`src/rtl/stream_pkg.sv`:
```
// Shared definitions for the stream width converter: FSM state encoding,
// legal lane-ratio limits and a helper for sizing lane index buses.
package stream_pkg;

    // Buffer state: IDLE = nothing held, SEND = wide beat with pending lanes.
    typedef enum logic {
        IDLE = 1'b0,
        SEND = 1'b1
    } state_t;

    // Legal range for the number of narrow lanes in one wide beat.
    localparam int RATIO_MIN = 2;
    localparam int RATIO_MAX = 16;

    // Width of a lane index; never narrower than one bit.
    function automatic int lane_idx_w(input int ratio);
        return (ratio > 1) ? $clog2(ratio) : 1;
    endfunction

endpackage

```
`src/rtl/stream_downsize_if.sv`:
```
// Handshake/data bundle around stream_downsize. The slave modport is the
// converter's own view (wide stream in, narrow stream out); the master
// modport is the view of the environment that drives and consumes it.
interface stream_downsize_if #(
    parameter int T_DATA_WIDTH = 32,
    parameter int T_DATA_RATIO = 2
) ();

    logic [T_DATA_WIDTH-1:0] s_data_i [T_DATA_RATIO];
    logic [T_DATA_RATIO-1:0] s_keep_i;
    logic                    s_last_i;
    logic                    s_valid_i;
    logic                    s_ready_o;

    logic [T_DATA_WIDTH-1:0] m_data_o;
    logic                    m_last_o;
    logic                    m_valid_o;
    logic                    m_ready_i;

    modport slave (
        input  s_data_i, s_keep_i, s_last_i, s_valid_i, m_ready_i,
        output s_ready_o, m_data_o, m_last_o, m_valid_o
    );

    modport master (
        output s_data_i, s_keep_i, s_last_i, s_valid_i, m_ready_i,
        input  s_ready_o, m_data_o, m_last_o, m_valid_o
    );

endinterface

```
`src/rtl/stream_lane_select.sv`:
```
// Lowest-set-bit encoder over the pending-lane mask. Also reports whether
// exactly one lane remains, which drives both the last flag and the
// no-bubble refill of the converter.
module stream_lane_select
    import stream_pkg::*;
#(
    parameter int T_DATA_RATIO = 2
) (
    input  logic [T_DATA_RATIO-1:0]             mask,
    output logic [lane_idx_w(T_DATA_RATIO)-1:0] idx,
    output logic                                one_pending
);

    localparam int IDX_W = lane_idx_w(T_DATA_RATIO);

    // Scan from the top down so the lowest set bit is the final assignment.
    always_comb begin
        // NOTE: default assigned first so no path leaves idx unassigned (no latch).
        idx = '0;
        for (int i = T_DATA_RATIO - 1; i >= 0; i--) begin
            if (mask[i]) idx = IDX_W'(i);
        end
    end

    // A non-zero mask with a single bit set: clearing its lowest bit leaves zero.
    assign one_pending = (mask != '0) &&
                         ((mask & (mask - T_DATA_RATIO'(1))) == '0);

endmodule

```
`src/rtl/stream_downsize.sv`:
```
// Wide-to-narrow stream converter: a wide beat of T_DATA_RATIO lanes is
// buffered and emitted one kept lane per narrow beat, lowest lane first.
// T_DATA_RATIO must lie in RATIO_MIN..RATIO_MAX.
// Optional build macro STREAM_DOWNSIZE_ERR_EN adds a sticky err_o flag for
// beats whose keep is all-zero or not contiguous from lane 0.
module stream_downsize
    import stream_pkg::*;
#(
    parameter int T_DATA_WIDTH = 32,
    parameter int T_DATA_RATIO = 2
) (
    input  logic              clk,
    input  logic              rst_n,
`ifdef STREAM_DOWNSIZE_ERR_EN
    stream_downsize_if.slave  bus,
    output logic              err_o
`else
    stream_downsize_if.slave  bus
`endif
);

    localparam int IDX_W = lane_idx_w(T_DATA_RATIO);

    state_t                  state_q, state_d;
    logic [T_DATA_WIDTH-1:0] beat_q [T_DATA_RATIO];
    logic [T_DATA_RATIO-1:0] pend_q;
    logic                    last_q;

    logic [IDX_W-1:0]        lane_idx;
    logic                    one_pending;
    logic                    s_ready;
    logic                    s_fire;
    logic                    m_fire;
    logic                    load;

    stream_lane_select #(
        .T_DATA_RATIO (T_DATA_RATIO)
    ) u_lane_select (
        .mask        (pend_q),
        .idx         (lane_idx),
        .one_pending (one_pending)
    );

    // Refill is allowed only when the final pending lane leaves on this edge.
    assign s_ready = (state_q == IDLE) || (bus.m_ready_i && one_pending);
    assign s_fire  = bus.s_valid_i && s_ready;
    assign m_fire  = (state_q == SEND) && bus.m_ready_i;
    // All-zero keep beats are consumed but never enter the buffer.
    assign load    = s_fire && (bus.s_keep_i != '0);

    assign bus.s_ready_o = s_ready;
    assign bus.m_valid_o = (state_q == SEND);
    assign bus.m_data_o  = (state_q == SEND) ? beat_q[lane_idx] : '0;
    assign bus.m_last_o  = (state_q == SEND) && last_q && one_pending;

    // State register.
    always_ff @(posedge clk or negedge rst_n) begin
        // NOTE: clocked state uses <= so every register samples pre-edge values.
        if (!rst_n) state_q <= IDLE;
        else        state_q <= state_d;
    end

    // Next state: a fresh beat keeps us in SEND, draining the last lane idles.
    always_comb begin
        state_d = state_q;
        unique case (state_q)
            IDLE: if (load) state_d = SEND;
            SEND: begin
                if (load)                       state_d = SEND;
                else if (m_fire && one_pending) state_d = IDLE;
            end
            default: state_d = IDLE;
        endcase
    end

    // Buffer and pending mask: load a new beat, or retire the presented lane.
    always_ff @(posedge clk or negedge rst_n) begin
        if (!rst_n) begin
            // NOTE: the lane buffer is reset too, so m_data_o is defined from reset.
            for (int i = 0; i < T_DATA_RATIO; i++) beat_q[i] <= '0;
            pend_q <= '0;
            last_q <= 1'b0;
        end else if (load) begin
            for (int i = 0; i < T_DATA_RATIO; i++) beat_q[i] <= bus.s_data_i[i];
            pend_q <= bus.s_keep_i;
            last_q <= bus.s_last_i;
        end else if (m_fire) begin
            pend_q <= pend_q & ~(T_DATA_RATIO'(1) << lane_idx);
        end
    end

`ifdef STREAM_DOWNSIZE_ERR_EN
    logic keep_bad;

    // Contiguous-from-lane-0 keep has the form 2^n-1: adding one clears every set bit.
    assign keep_bad = (bus.s_keep_i == '0) ||
                      (((bus.s_keep_i + T_DATA_RATIO'(1)) & bus.s_keep_i) != '0);

    // Sticky error flag, cleared only by reset.
    always_ff @(posedge clk or negedge rst_n) begin
        if (!rst_n)                  err_o <= 1'b0;
        else if (s_fire && keep_bad) err_o <= 1'b1;
    end
`endif

endmodule

```
`src/flat_wrapper.sv`:
```
// flat-port wrapper written by rule: the top's interface ports become plain ports
module stream_downsize_flat import stream_pkg::*;
#(
    parameter int T_DATA_WIDTH = 32,
    parameter int T_DATA_RATIO = 2
)
  (clk, rst_n, bus_s_data_i, bus_s_keep_i, bus_s_last_i, bus_s_valid_i, bus_m_ready_i, bus_s_ready_o, bus_m_data_o, bus_m_last_o, bus_m_valid_o);
  stream_downsize_if #(.T_DATA_WIDTH(T_DATA_WIDTH), .T_DATA_RATIO(T_DATA_RATIO)) bus_i ();
  input  logic clk;
  input  logic rst_n;
  input wire logic [$bits(bus_i.s_data_i)-1:0] bus_s_data_i;
  input wire logic [$bits(bus_i.s_keep_i)-1:0] bus_s_keep_i;
  input wire logic [$bits(bus_i.s_last_i)-1:0] bus_s_last_i;
  input wire logic [$bits(bus_i.s_valid_i)-1:0] bus_s_valid_i;
  input wire logic [$bits(bus_i.m_ready_i)-1:0] bus_m_ready_i;
  output wire logic [$bits(bus_i.s_ready_o)-1:0] bus_s_ready_o;
  output wire logic [$bits(bus_i.m_data_o)-1:0] bus_m_data_o;
  output wire logic [$bits(bus_i.m_last_o)-1:0] bus_m_last_o;
  output wire logic [$bits(bus_i.m_valid_o)-1:0] bus_m_valid_o;
  assign bus_i.s_data_i = {>>{bus_s_data_i}};
  assign bus_i.s_keep_i = bus_s_keep_i;
  assign bus_i.s_last_i = bus_s_last_i;
  assign bus_i.s_valid_i = bus_s_valid_i;
  assign bus_i.m_ready_i = bus_m_ready_i;
  assign bus_s_ready_o = bus_i.s_ready_o;
  assign bus_m_data_o = bus_i.m_data_o;
  assign bus_m_last_o = bus_i.m_last_o;
  assign bus_m_valid_o = bus_i.m_valid_o;
  stream_downsize #(.T_DATA_WIDTH(T_DATA_WIDTH), .T_DATA_RATIO(T_DATA_RATIO)) u_core (.clk(clk), .rst_n(rst_n), .bus(bus_i));
endmodule
```
`config.mk`:
```
export PLATFORM = sky130hd
export DESIGN_NAME = stream_downsize_flat
export DESIGN_NICKNAME = d
export VERILOG_FILES = /design/src/rtl/stream_pkg.sv /design/src/rtl/stream_downsize_if.sv /design/src/rtl/stream_lane_select.sv /design/src/rtl/stream_downsize.sv /design/src/flat_wrapper.sv
export SDC_FILE = /design/constraint.sdc
export NUM_CORES = 1
export LEC_CHECK = 0
export ABC_AREA = 1
export BUFFER_PORTS_ARGS = -buffer_cell sky130_fd_sc_hd__buf_2
export CAP_MARGIN = 10
export CORE_MARGIN = 3
export CORE_UTILIZATION = 51
export CTS_CLUSTER_SIZE = 24
export DETAILED_ROUTE_END_ITERATION = 10
export MAX_ROUTING_LAYER = met4
export PLACE_DENSITY_LB_ADDON = 0.25
export SLEW_MARGIN = 20
export SYNTH_ARGS = -nofsm -noshare
export SYNTH_HDL_FRONTEND = slang
export SYNTH_SLANG_ARGS = --single-unit
```
`constraint.sdc`:
```
create_clock -name clk -period 1.7 [get_ports clk]
set_input_delay 0 -clock clk [delete_from_list [all_inputs] [get_ports clk]]
set_output_delay 0 -clock clk [all_outputs]
set_load 0.02 [all_outputs]
```
==> results of run 1 <==
==> worst min path at each step <==
stage                              from                    to  slack, ns  cells after the start
after floorplan                   rst_n      u_core.beat_q[0]      -0.30                      0
after global placement            rst_n     u_core.beat_q[42]       0.05                      2
after detailed placement          rst_n     u_core.beat_q[42]       0.04                      2
after CTS                 bus_s_valid_i  u_core.bus.m_valid_o       0.01                      3
after global routing      bus_s_valid_i  u_core.bus.m_valid_o       0.06                      3
final                     bus_s_valid_i  u_core.bus.m_valid_o       0.04                      3
==> cell usage in the layout, fill, tap and decap left out <==
master	n
nand2_1	139
o21ai_1	1
clkinv_2	2
nor2_1	68
inv_2	2
clkbuf_1	2
nand2_2	1
inv_1	5
nand2_4	1
ha_1	1
buf_4	8
nor2_4	1
buf_2	103
dlygate4sd3_1	68
buf_12	3
dfrtp_1	68
clkbuf_8	11
buf_6	3
nand3_1	68
o21ai_0	32
buf_8	2
ha_4	1
==> state kept, by name (all words and copies together) (netlist names) <==
signal,flops
u_core.beat_q,64
u_core.pend_q,2
u_core.bus.m_valid_o,1
u_core.last_q,1
==> through the flow <==
| stage | setup slack, ns | total power, W | cell area, um2 |
|---|---|---|---|
| floorplan | 0.293 | 0.00580 | 3240 |
| global placement | 0.178 | 0.00705 | 3790 |
| detailed placement | 0.113 | 0.00716 | 3790 |
| CTS | 0.0234 | 0.00858 | 4680 |
| global route | 0.00387 | 0.00944 | 4720 |
| finish | 0.0714 | 0.00875 | 4720 |
==> tightest hold or removal path, delay by kind of cell <==
family	cells	cell delay (ns)
AOI/OAI and AO/OA	1	0.12
buffers and inverters	2	0.20
==> routing by layer <==
| layer | vias up | wire length (um) |
|---|---|---|
| li1 | 1664 | - |
| met5 | - | 0 |
| met1 | 1644 | 4010 |
| met2 | 156 | 4780 |
| met4 | 0 | 279 |
| met3 | 30 | 582 |
==> cell type report <==
cell class / count / area, um2
inverters: 7 / 26.3
clock inverters: 2 / 10.0
well taps: 75 / 93.8
repair buffers: 187 / 1380
fillers: 429 / 1310
clock buffers: 13 / 159
multi-input cells: 313 / 1350
flip-flops and latches: 68 / 1700
==> logic make-up (layout without fill, tap and decap cells) <==
family,count (synthesis),after routing,synth area share
simple gates,278,278,0.354
compound gates,33,33,0.0510
fa+ha+maj,2,2,0.00773
buf+inv,38,209,0.0618
flops,68,68,0.526
==> report_power, final <==
part	leakage [nW]	total (W)	internal, W	switching (W)
Combinational	1.64	0.00479	0.00171	0.00308
Clock	0.0893	0.00117	0.000598	0.000570
Sequential	0.844	0.00279	0.00238	0.000414
==> repair_timing <==
| item | in CTS | in global routing |
|---|---|---|
| pin swaps | 0 | 1 |
| endpoints found under the hold margin | 135 | 0 |
| gates resized for setup | 8 | 12 |
| endpoints found under the setup margin | 33 | 59 |
| buffers inserted | 0 | 1 |
| hold buffers | 68 | 0 |
==> summary.md, run 1 <==
| Metric | Value |
|---|---|
| Status | finished clean |
| R2R setup slack | approximately 0.15 ns |
| DPL Wire Length | roughly 5.5 mm |
| Clock-pin slew on the worst setup and hold paths | about 0.07 ns |
| Top-level I/O count | about 110 |
| Sequential fraction of the synthesis area | 0.526 |
| Crit Reg-Reg Startpoint | u_core.pend_q[1] |
| Period utilization | 0.958 |
| Detailed-route via count | around 3,500 |
| Syn avg cell area | between 7 and 8 um2 |
| Crit Path Max Fanout | 16 |
| R2R depth | 8 |
| Critical Path Stages | 6 |
| Htree depth | 3 |
| Yosys cell types | 15 |
| Core area | between 6000 and 7000 um2 |
| DRC | 0 |
| Largest cells by area after synthesis | dfrtp_1, nand2_1, nand3_1, nor2_1, o21ai_0 |
| Final Core Density | 0.783 |
| Max-cap viol count | 0 |
| Hold Crit Class | input port to flop |
| Crit path kind | flop to primary output |
| Primary FF master, synth | dfrtp_1 |
| Yosys warns | 0 |
| Routed WL per cell | between 10 and 15 um |
| Die W | between 80 and 90 um |
| Synth cell count leaders | nand2_1, dfrtp_1, nand3_1, nor2_1, o21ai_0 |
| Busiest grt layer | met2 |
| Synth Instances | about 420 |
| First-pass GRT wire length | 16.2 mm |
| Die Y | 85.7 um |
| Largest net degree at the start of global routing | 69 |
| Cell taking the most area after synthesis | dfrtp_1 |
| Worst setup EP type | primary output |
| Grt met1 use | 0.362 |
| Post-Syn Nets | around 490 |
| Slew Limit Fails | 0 |
| CTS max path bufs | 2 |
| Layout cells sized above 1 | 0.234 |
| Setup TNS | 0 ns |
| Cell leakage power | 2.58 nW |
| Post-Route WL | ~9.7 mm |
| Startpoint Class | flop |
| RSZ-0062 raised after global routing | no |
| Final hold vios | 0 |
| CP Buf/Inv Count | 3 |
| Met3 capacity usage during global routing | 0.0490 |
| Worst reg2reg endpoint | u_core.beat_q[40] |
| Via density | around 5.3 |
| Fin nets | 659 |
| CP max stage cell | dfrtp_1 |
| Largest delay share family, worst path | buffers and inverters |
| Count leader, synth | nand2_1 |
| Critical-path cell list | inv_2 -> ha_4 -> buf_12 -> o21ai_1 -> nor2_1 -> buf_4 |
| Slew Limit Headroom | 0.681 |
| Crit path largest cell delay | about 0.40 ns |
| Critical Path Source | u_core.pend_q[0] |
| Asr flop ratio synth | 1.00 |
| Root buffer cell | clkbuf_8 |
| Max VDD drop | approximately 1.1 mV |
| Tot GR Track Use | 0.287 |
| Grt ovf | 0 |
| M2 GR Usage | 0.456 |
| Minimum clock period | ~1.6 ns |
| Top cell type's share of synthesized area | 0.526 |
| Worst-Skew Late Latency | 0.34 ns |
| Worst Tran Pin Value | between 0.4 and 0.5 ns |
| Antenna diodes | 0 |
| F_max | between 600 and 700 MHz |
| Die area | between 7000 and 8000 um2 |
| Critical path capture point | bus_m_data_o[30] |
| CP Data Required Time | between 1.5 and 2 ns |
| Detail Route Antenna Nets | 0 |
| Initial antenna violation count | 0 |
| Finish-stage setup viols | 0 |
| Fin cells | approximately 670 |
| Total CTS buffers | 9 |
| Hold slack | 0.0381 ns |
| Number of synthesized register bits | 68 |
| TritonCTS clock tree | yes |
| PortBufs | around 110 |
| Layout overhead on the synthesized area | 45.7% |
| Post-synth EDFFs | 0 |
| # clock sinks | 68 |
| Pwr Density | between 1500 and 2000 nW/um2 |
| Crit path DAT | ~1.6 ns |
| Pre-Repair DR Iteration Count | 5 |
| Netlist Area Pre-Place | around 3200 um2 |
| Vias in the first global route | 3,488 |
| Placer congestion estimate | about 0.81 |
| Cell row count | 28 |
| Initial Util | 0.537 |
| Inst Count DP | roughly 580 |
| Starting DRT DRC Count | 330 |
| Max Clock Skew | roughly 0.0042 ns |
(Power assumes the default switching activity.)
==> inputs of run 2 (changes only) <==
Settings changed: CORE_UTILIZATION 51 to 52, CTS_BUF_LIST set to sky130_fd_sc_hd__clkbuf_2 sky130_fd_sc_hd__clkbuf_4 sky130_fd_sc_hd__clkbuf_8.
==> run 2 against run 1 <==
  * Final area grew 1.1%
  * First-iteration DRC count shrank 31%
  * Global-route usage shrank 0.77 points
  * Cell count grew 0.75%
  * Setup slack gained 0.017 ns
  * Sequential share of layout area shrank 0.38 points
  * Sequential power is essentially flat
  * Hold slack gained 0.026 ns
  * Core utilization grew 1.3 points
  * Clock skew grew 0.0027 ns
  * Clock power grew 3%
==> summary.md, run 2 (synthesis results as in run 1) <==
| Metric | Value |
|---|---|
| Startpoint Class | flop (unchanged) |
| TritonCTS clock tree | yes (unchanged) |
| CP Buf/Inv Count | 3 (unchanged) |
| RSZ-0062 raised after global routing | no (unchanged) |
| Slew Limit Fails | 0 (unchanged) |
| Fin cells | 670 (was 665) |
| Largest delay share family, worst path | buffers and inverters (unchanged) |
| # clock sinks | 68 (unchanged) |
| Die area | 7210 um2 (was 7340 um2) |
| Max VDD drop | 1.38 mV (was 1.13 mV) |
| Initial antenna violation count | 0 (unchanged) |
| Final hold vios | 0 (unchanged) |
| Most common cell after layout, fill and taps aside | nand2_1 (unchanged) |
| Starting DRT DRC Count | 227 (was 330) |
| Grt ovf | 0 (unchanged) |
| Most flop-heavy register | u_core.beat_q (unchanged) |
| Worst setup EP type | primary output (unchanged) |
| Top-level I/O count | 106 (unchanged) |
| Placer congestion estimate | 0.796 (was 0.810) |
| Period utilization | 0.948 (was 0.958) |
| Max-cap viol count | 0 (unchanged) |
| Root buffer cell | clkbuf_8 (unchanged) |
| Die W | 84.9 um (was 85.7 um) |
| Layout cells sized above 1 | 0.242 (was 0.234) |
| Cell leakage power | 2.61 nW (was 2.58 nW) |
| Setup TNS | 0 ns (unchanged) |
| Pre-Repair DR Iteration Count | 5 (unchanged) |
| Reg area | 1700 um2 (unchanged) |
| Post-Route WL | 9.61 mm (was 9.65 mm) |
| Area of the multi-input gates | 1350 um2 (unchanged) |
| Detailed-route via count | 3,503 (was 3,494) |
| PortBufs | 105 (unchanged) |
| Crit path kind | flop to primary output (unchanged) |
| Finish-stage setup viols | 0 (unchanged) |
| DPL Wire Length | 5.59 mm (was 5.49 mm) |
| Filler instances | 424 (was 429) |
| Tot GR Track Use | 0.279 (was 0.287) |
| DRC | 0 (unchanged) |
| Layout overhead on the synthesized area | 47.3% (was 45.7%) |
| Die Y | 84.9 um (was 85.7 um) |
| Cell row count | 28 (unchanged) |
| Fin nets | 663 (was 659) |
| Worst-Skew Late Latency | 0.33 ns (was 0.34 ns) |
| Crit path DAT | 1.61 ns (was 1.63 ns) |
| Initial Util | 0.541 (was 0.537) |
| Vias in the first global route | 3,430 (was 3,488) |
| Slew Limit Headroom | 0.635 (was 0.681) |
| Crit path largest cell delay | 0.42 ns (was 0.40 ns) |
| Inst Count DP | 583 (was 581) |
| First-pass GRT wire length | 15.6 mm (was 16.2 mm) |
| Detail Route Antenna Nets | 0 (unchanged) |
| Minimum clock period | 1.61 ns (was 1.63 ns) |
| Pwr Density | 1870 nW/um2 (was 1850 nW/um2) |
| Max Clock Skew | 0.00684 ns (was 0.00416 ns) |
| Largest regs | u_core.beat_q (64), u_core.pend_q (2) (unchanged) |
| Worst Tran Pin Value | 0.548 ns (was 0.477 ns) |
| Max reg flops | 64 (unchanged) |
| Total CTS buffers | 9 (unchanged) |
| Clock-pin slew on the worst setup and hold paths | 0.07 ns (about the same) |
| Routed WL per cell | 14.3 um (was 14.5 um) |
| Htree depth | 3 (unchanged) |
| CTS max path bufs | 2 (unchanged) |
| Antenna diodes | 0 (unchanged) |
| Hold Crit Class | input port to flop (unchanged) |
| Critical-path cell list | ha_4 -> inv_2 -> buf_12 -> nor2_1 -> nor2_1 -> buf_4 (was inv_2 -> ha_4 -> buf_12 -> o21ai_1 -> nor2_1 -> buf_4) |
| Largest net degree at the start of global routing | 52 (was 69) |
| CP Data Required Time | 1.70 ns (about the same) |
| Status | finished clean (unchanged) |
| Worst path most repeated cell | nor2_1 |
| CP max stage cell | dfrtp_1 (unchanged) |
| Via density | 5.23 (was 5.25) |
| Most frequent cells in the layout | nand2_1, buf_2, dlygate4sd3_1 (was nand2_1, buf_2) |
| Core area | 5990 um2 (was 6030 um2) |
| Crit Path Max Fanout | 21 (was 16) |
| F_max | 621 MHz (was 614 MHz) |
==> run 2: cell types whose count changed in the layout (fill, tap and decap cells not counted), moves of 2 or more <==
cell      delta
clkbuf_4     +4
buf_4        +6
buf_2        -3
clkbuf_1     -2
==> run 2: area by class of cell <==
class                           instances  share of cell area
Clock buffer                           14              0.0352
Clock inverter                          2             0.00210
Inverter                                7             0.00551
Multi-Input combinational cell        313               0.283
Sequential cell                        68               0.357
Tap cell                               75              0.0197
Timing Repair Buffer                  191               0.298
==> run 2: through the flow <==
stage | setup slack (ns) | utilization | hold slack (ns) | area, um2 | total power [W]
3_5_place_dp | 0.101 | 0.638 | 0.0218 | 3820 | 0.00725
3_3_place_gp | 0.143 | 0.638 | 0.0234 | 3820 | 0.00713
5_1_grt | 0.00484 | 0.796 | 0.0978 | 4770 | 0.00958
2_1_floorplan | 0.293 | - | -0.296 | 3240 | 0.00580
6_report | 0.0888 | 0.796 | 0.0641 | 4770 | 0.00890
4_1_cts | 0.00142 | 0.784 | 0.0496 | 4700 | 0.00864
==> run 2: worst paths after layout <==
path	start	endpoint	slack (ns)	cells after the start
setup / recovery	u_core.pend_q[1]	bus_m_data_o[24]	0.09	6
hold / removal	bus_m_ready_i	u_core.pend_q[1]	0.06	6
setup reg to reg	u_core.pend_q[1]	u_core.beat_q[12]	0.15	8
hold reg to reg	u_core.beat_q[56]	u_core.beat_q[56]	0.47	2
max in group asynchronous	rst_n	u_core.beat_q[24]	1.03	3
min in group asynchronous	rst_n	u_core.beat_q[8]	0.19	3
==> run 2: tightest hold or removal path: stages <==
cell,delay [ns]
buf_2,0.11
nand3_1,0.07
nand2_1,0.06
inv_1,0.04
nand2_1,0.04
nand2_1,0.04
==> run 2: timing repair <==
item / in CTS / in global routing
endpoints found under the hold margin: 136 / 0
endpoints found under the setup margin: 3 / 75
cloned: 0 / 1
resized for setup: 4 / 12
setup buffers: 0 / 1
pin swaps: 0 / 2
hold buffers: 69 / 0
==> run 2: where the power goes <==
group / internal (W) / switching (W) / total, W
Combinational: 0.00179 / 0.00310 / 0.00489
Sequential: 0.00238 / 0.000420 / 0.00280
Clock: 0.000632 / 0.000581 / 0.00121
==> run 2: metal layers <==
| layer | GRT usage | share of wire |
|---|---|---|
| met4 | 0.125 | 0.025 |
| met5 | - | 0 |
| met3 | 0.0427 | 0.058 |
| met2 | 0.461 | 0.51 |
| met1 | 0.340 | 0.41 |
==> inputs of run 3 (changes only) <==
Settings changed: REMOVE_ABC_BUFFERS set to 1.
==> run 3 against run 2 <==
  * Total power fell by 1.4%
  * Maximum frequency fell by 2.2%
  * Core utilization fell by 0.33 points
  * First-iteration DRC count rose by 20%
  * Clock skew rose by 0.0019 ns
  * Final area fell by 0.42%
  * Non-clock buffer count fell by 2
  * Clock power fell by 7%
  * Die area did not move
  * Sequential share of layout area rose by 0.15 points
  * Largest cell class unchanged
  * Sequential power barely moved
==> summary.md, run 3 (synthesis results as in run 1) <==
| Metric | Value |
|---|---|
| Status | finished clean (unchanged) |
| Worst setup EP type | primary output (unchanged) |
| Total CTS buffers | 9 (unchanged) |
| Most common cell after layout, fill and taps aside | nand2_1 (unchanged) |
| Cell-internal power | 0.00473 W (was 0.00480 W) |
| Worst-Skew Late Latency | 0.34 ns (was 0.33 ns) |
| Largest delay share family, worst path | buffers and inverters (unchanged) |
| Placer congestion estimate | 0.784 (was 0.796) |
| Max Clock Skew | 0.00878 ns (was 0.00684 ns) |
| Die W | 84.9 um (unchanged) |
| Cell leakage power | 2.59 nW (was 2.61 nW) |
| Crit path DAT | 1.65 ns (was 1.61 ns) |
| Max reg flops | 64 (unchanged) |
| Antenna diodes | 0 (unchanged) |
| Critical-path cell list | ha_4 -> inv_2 -> buf_12 -> nor2_1 -> nor2_1 -> buf_2 (was ha_4 -> inv_2 -> buf_12 -> nor2_1 -> nor2_1 -> buf_4) |
| Most frequent cells in the layout | nand2_1, buf_2, dlygate4sd3_1 (unchanged) |
| Pwr Density | 1850 nW/um2 (was 1870 nW/um2) |
| Startpoint Class | flop (unchanged) |
| Met3 capacity usage during global routing | 0.0505 (was 0.0427) |
| Layout overhead on the synthesized area | 46.7% (was 47.3%) |
| Sw Pwr | 0.00405 W (was 0.00410 W) |
| Area of the multi-input gates | 1350 um2 (unchanged) |
| PortBufs | 105 (unchanged) |
| Final hold vios | 0 (unchanged) |
| Cell area after layout | 4750 um2 (was 4770 um2) |
| Worst Slack Setup Final | 0.0534 ns (was 0.0888 ns) |
| Post-Route WL | 9.89 mm (was 9.61 mm) |
| F_max | 607 MHz (was 621 MHz) |
| Max-cap viol count | 0 (unchanged) |
| CTS max path bufs | 2 (unchanged) |
| Switch share | 0.461 (was 0.460) |
| Layout cells sized above 1 | 0.233 (was 0.242) |
| Die Y | 84.9 um (unchanged) |
| Pre-Repair DR Iteration Count | 5 (unchanged) |
| CP max stage cell | dfrtp_1 (unchanged) |
| Reg area | 1700 um2 (unchanged) |
| Pre-CTS WS | 0.117 ns (was 0.101 ns) |
| Largest net degree at the start of global routing | 69 (was 52) |
| Grt ovf | 0 (unchanged) |
| Die area | 7210 um2 (unchanged) |
| M2 GR Usage | 0.488 (was 0.461) |
| Largest regs | u_core.beat_q (64), u_core.pend_q (2) (unchanged) |
| Routed WL per cell | 14.9 um (was 14.3 um) |
| Crit path kind | flop to primary output (unchanged) |
| Vias in the first global route | 3,475 (was 3,430) |
| Root buffer cell | clkbuf_8 (unchanged) |
| Htree depth | 3 (unchanged) |
| Hold slack | 0.0697 ns (was 0.0641 ns) |
| Most flop-heavy register | u_core.beat_q (unchanged) |
| First-pass GRT wire length | 16.3 mm (was 15.6 mm) |
| Via density | 5.22 (was 5.23) |
| Slew Limit Headroom | 0.505 (was 0.635) |
| Crit path largest cell delay | 0.43 ns (was 0.42 ns) |
| Cell row count | 28 (unchanged) |
| Filler instances | 407 (was 424) |
| Clock network fraction of total power | 0.127 (was 0.136) |
| Worst path most repeated cell | nor2_1 (unchanged) |
| Core area | 5990 um2 (unchanged) |
| Grt met1 use | 0.375 (was 0.340) |
| Top-level I/O count | 106 (unchanged) |
| DPL Wire Length | 5.10 mm (was 5.59 mm) |
| Detailed-route via count | 3,463 (was 3,503) |
| Worst Tran Pin Value | 0.741 ns (was 0.548 ns) |
| Max VDD drop | 1.10 mV (was 1.38 mV) |
| Pwr Total | 0.00878 W (was 0.00890 W) |
| Clock-pin slew on the worst setup and hold paths | 0.07 ns (about the same) |
| CP Data Required Time | 1.70 ns (about the same) |
| Busiest grt layer | met2 (unchanged) |
| Period utilization | 0.969 (was 0.948) |
| Part of the power in registers | 0.317 (was 0.314) |
| Slew Limit Fails | 0 (unchanged) |
| Part of the power in combinational logic | 0.556 (was 0.549) |
| Initial Util | 0.541 (unchanged) |
| Detail Route Antenna Nets | 0 (unchanged) |
| Tot GR Track Use | 0.298 (was 0.279) |
| Finish-stage setup viols | 0 (unchanged) |
| Minimum clock period | 1.65 ns (was 1.61 ns) |
| CP Buf/Inv Count | 3 (unchanged) |
| DP Area | 3820 um2 (about the same) |
| # clock sinks | 68 (unchanged) |
| Initial antenna violation count | 0 (unchanged) |
| TritonCTS clock tree | yes (unchanged) |
| Fin nets | 661 (was 663) |
| Crit Path Max Fanout | 13 (was 21) |
| DRC | 0 (unchanged) |
| Hold Crit Class | input port to flop (unchanged) |
| Starting DRT DRC Count | 273 (was 227) |
==> run 3: cell types whose count changed in the layout (fill, tap and decap cells not counted) <==
cell,before,now
dlygate4sd3_1,69,70
buf_16,0,1
o21ai_0,32,33
o21ai_1,1,0
clkbuf_16,1,0
clkinv_2,2,0
buf_6,4,2
clkbuf_4,4,2
buf_4,14,8
buf_8,1,0
buf_12,2,5
buf_2,100,103
==> run 3: area by class of cell <==
type / instances / share of cell area
clock buffers: 12 / 0.0321
well taps: 75 / 0.0198
repair buffers: 189 / 0.300
flip-flops and latches: 68 / 0.358
inverters: 7 / 0.00553
multi-input cells: 313 / 0.284
==> run 3: through the flow <==
| step | cells | setup TNS, ns | utilization |
|---|---|---|---|
| floorplan | 388 | -44.39 | - |
| global placement | 580 | 0 | 0.638 |
| detailed placement | 580 | 0 | 0.638 |
| CTS | 663 | 0 | 0.790 |
| global route | 664 | -0.0260 | 0.793 |
| finish | 664 | 0 | 0.793 |
==> run 3: path summary, 6_finish.rpt <==
check | end | from | cells after the start | slack [ns]
setup / recovery | bus_m_data_o[31] | u_core.pend_q[1] | 6 | 0.05
setup reg to reg | u_core.beat_q[17] | u_core.pend_q[1] | 8 | 0.12
min in group asynchronous | u_core.beat_q[13] | rst_n | 3 | 0.20
hold reg to reg | u_core.beat_q[61] | u_core.beat_q[61] | 2 | 0.47
max in group asynchronous | u_core.beat_q[22] | rst_n | 3 | 1.19
hold / removal | u_core.pend_q[1] | bus_m_ready_i | 6 | 0.07
==> run 3: what timing repair did <==
action	in CTS	in global routing
buffers inserted	0	1
gates cloned	1	0
endpoints found under the setup margin	6	50
hold buffers	70	0
endpoints found under the hold margin	136	0
pin swaps	0	1
gates resized for setup	6	6
==> run 3: layer usage <==
metal,vias to the layer above,routed length (um)
met4,0,235
met2,160,4900
li1,1668,-
met1,1613,4110
met3,22,637
met5,-,0
==> run 3: power groups by stage <==
stage          Sequential, W  Clock, W  Combinational, W
4_1_cts              0.00276   0.00114           0.00480
2_1_floorplan        0.00275         0           0.00278
5_1_grt              0.00286   0.00121           0.00540
6_report             0.00278   0.00112           0.00488
3_3_place_gp         0.00274         0           0.00438
3_5_place_dp         0.00278         0           0.00447
==> run 3: tightest hold or removal path: stages <==
cell	delay (ns)
buf_2	0.10
nand3_1	0.08
nand2_1	0.06
inv_1	0.04
nand2_1	0.05
nand2_1	0.04
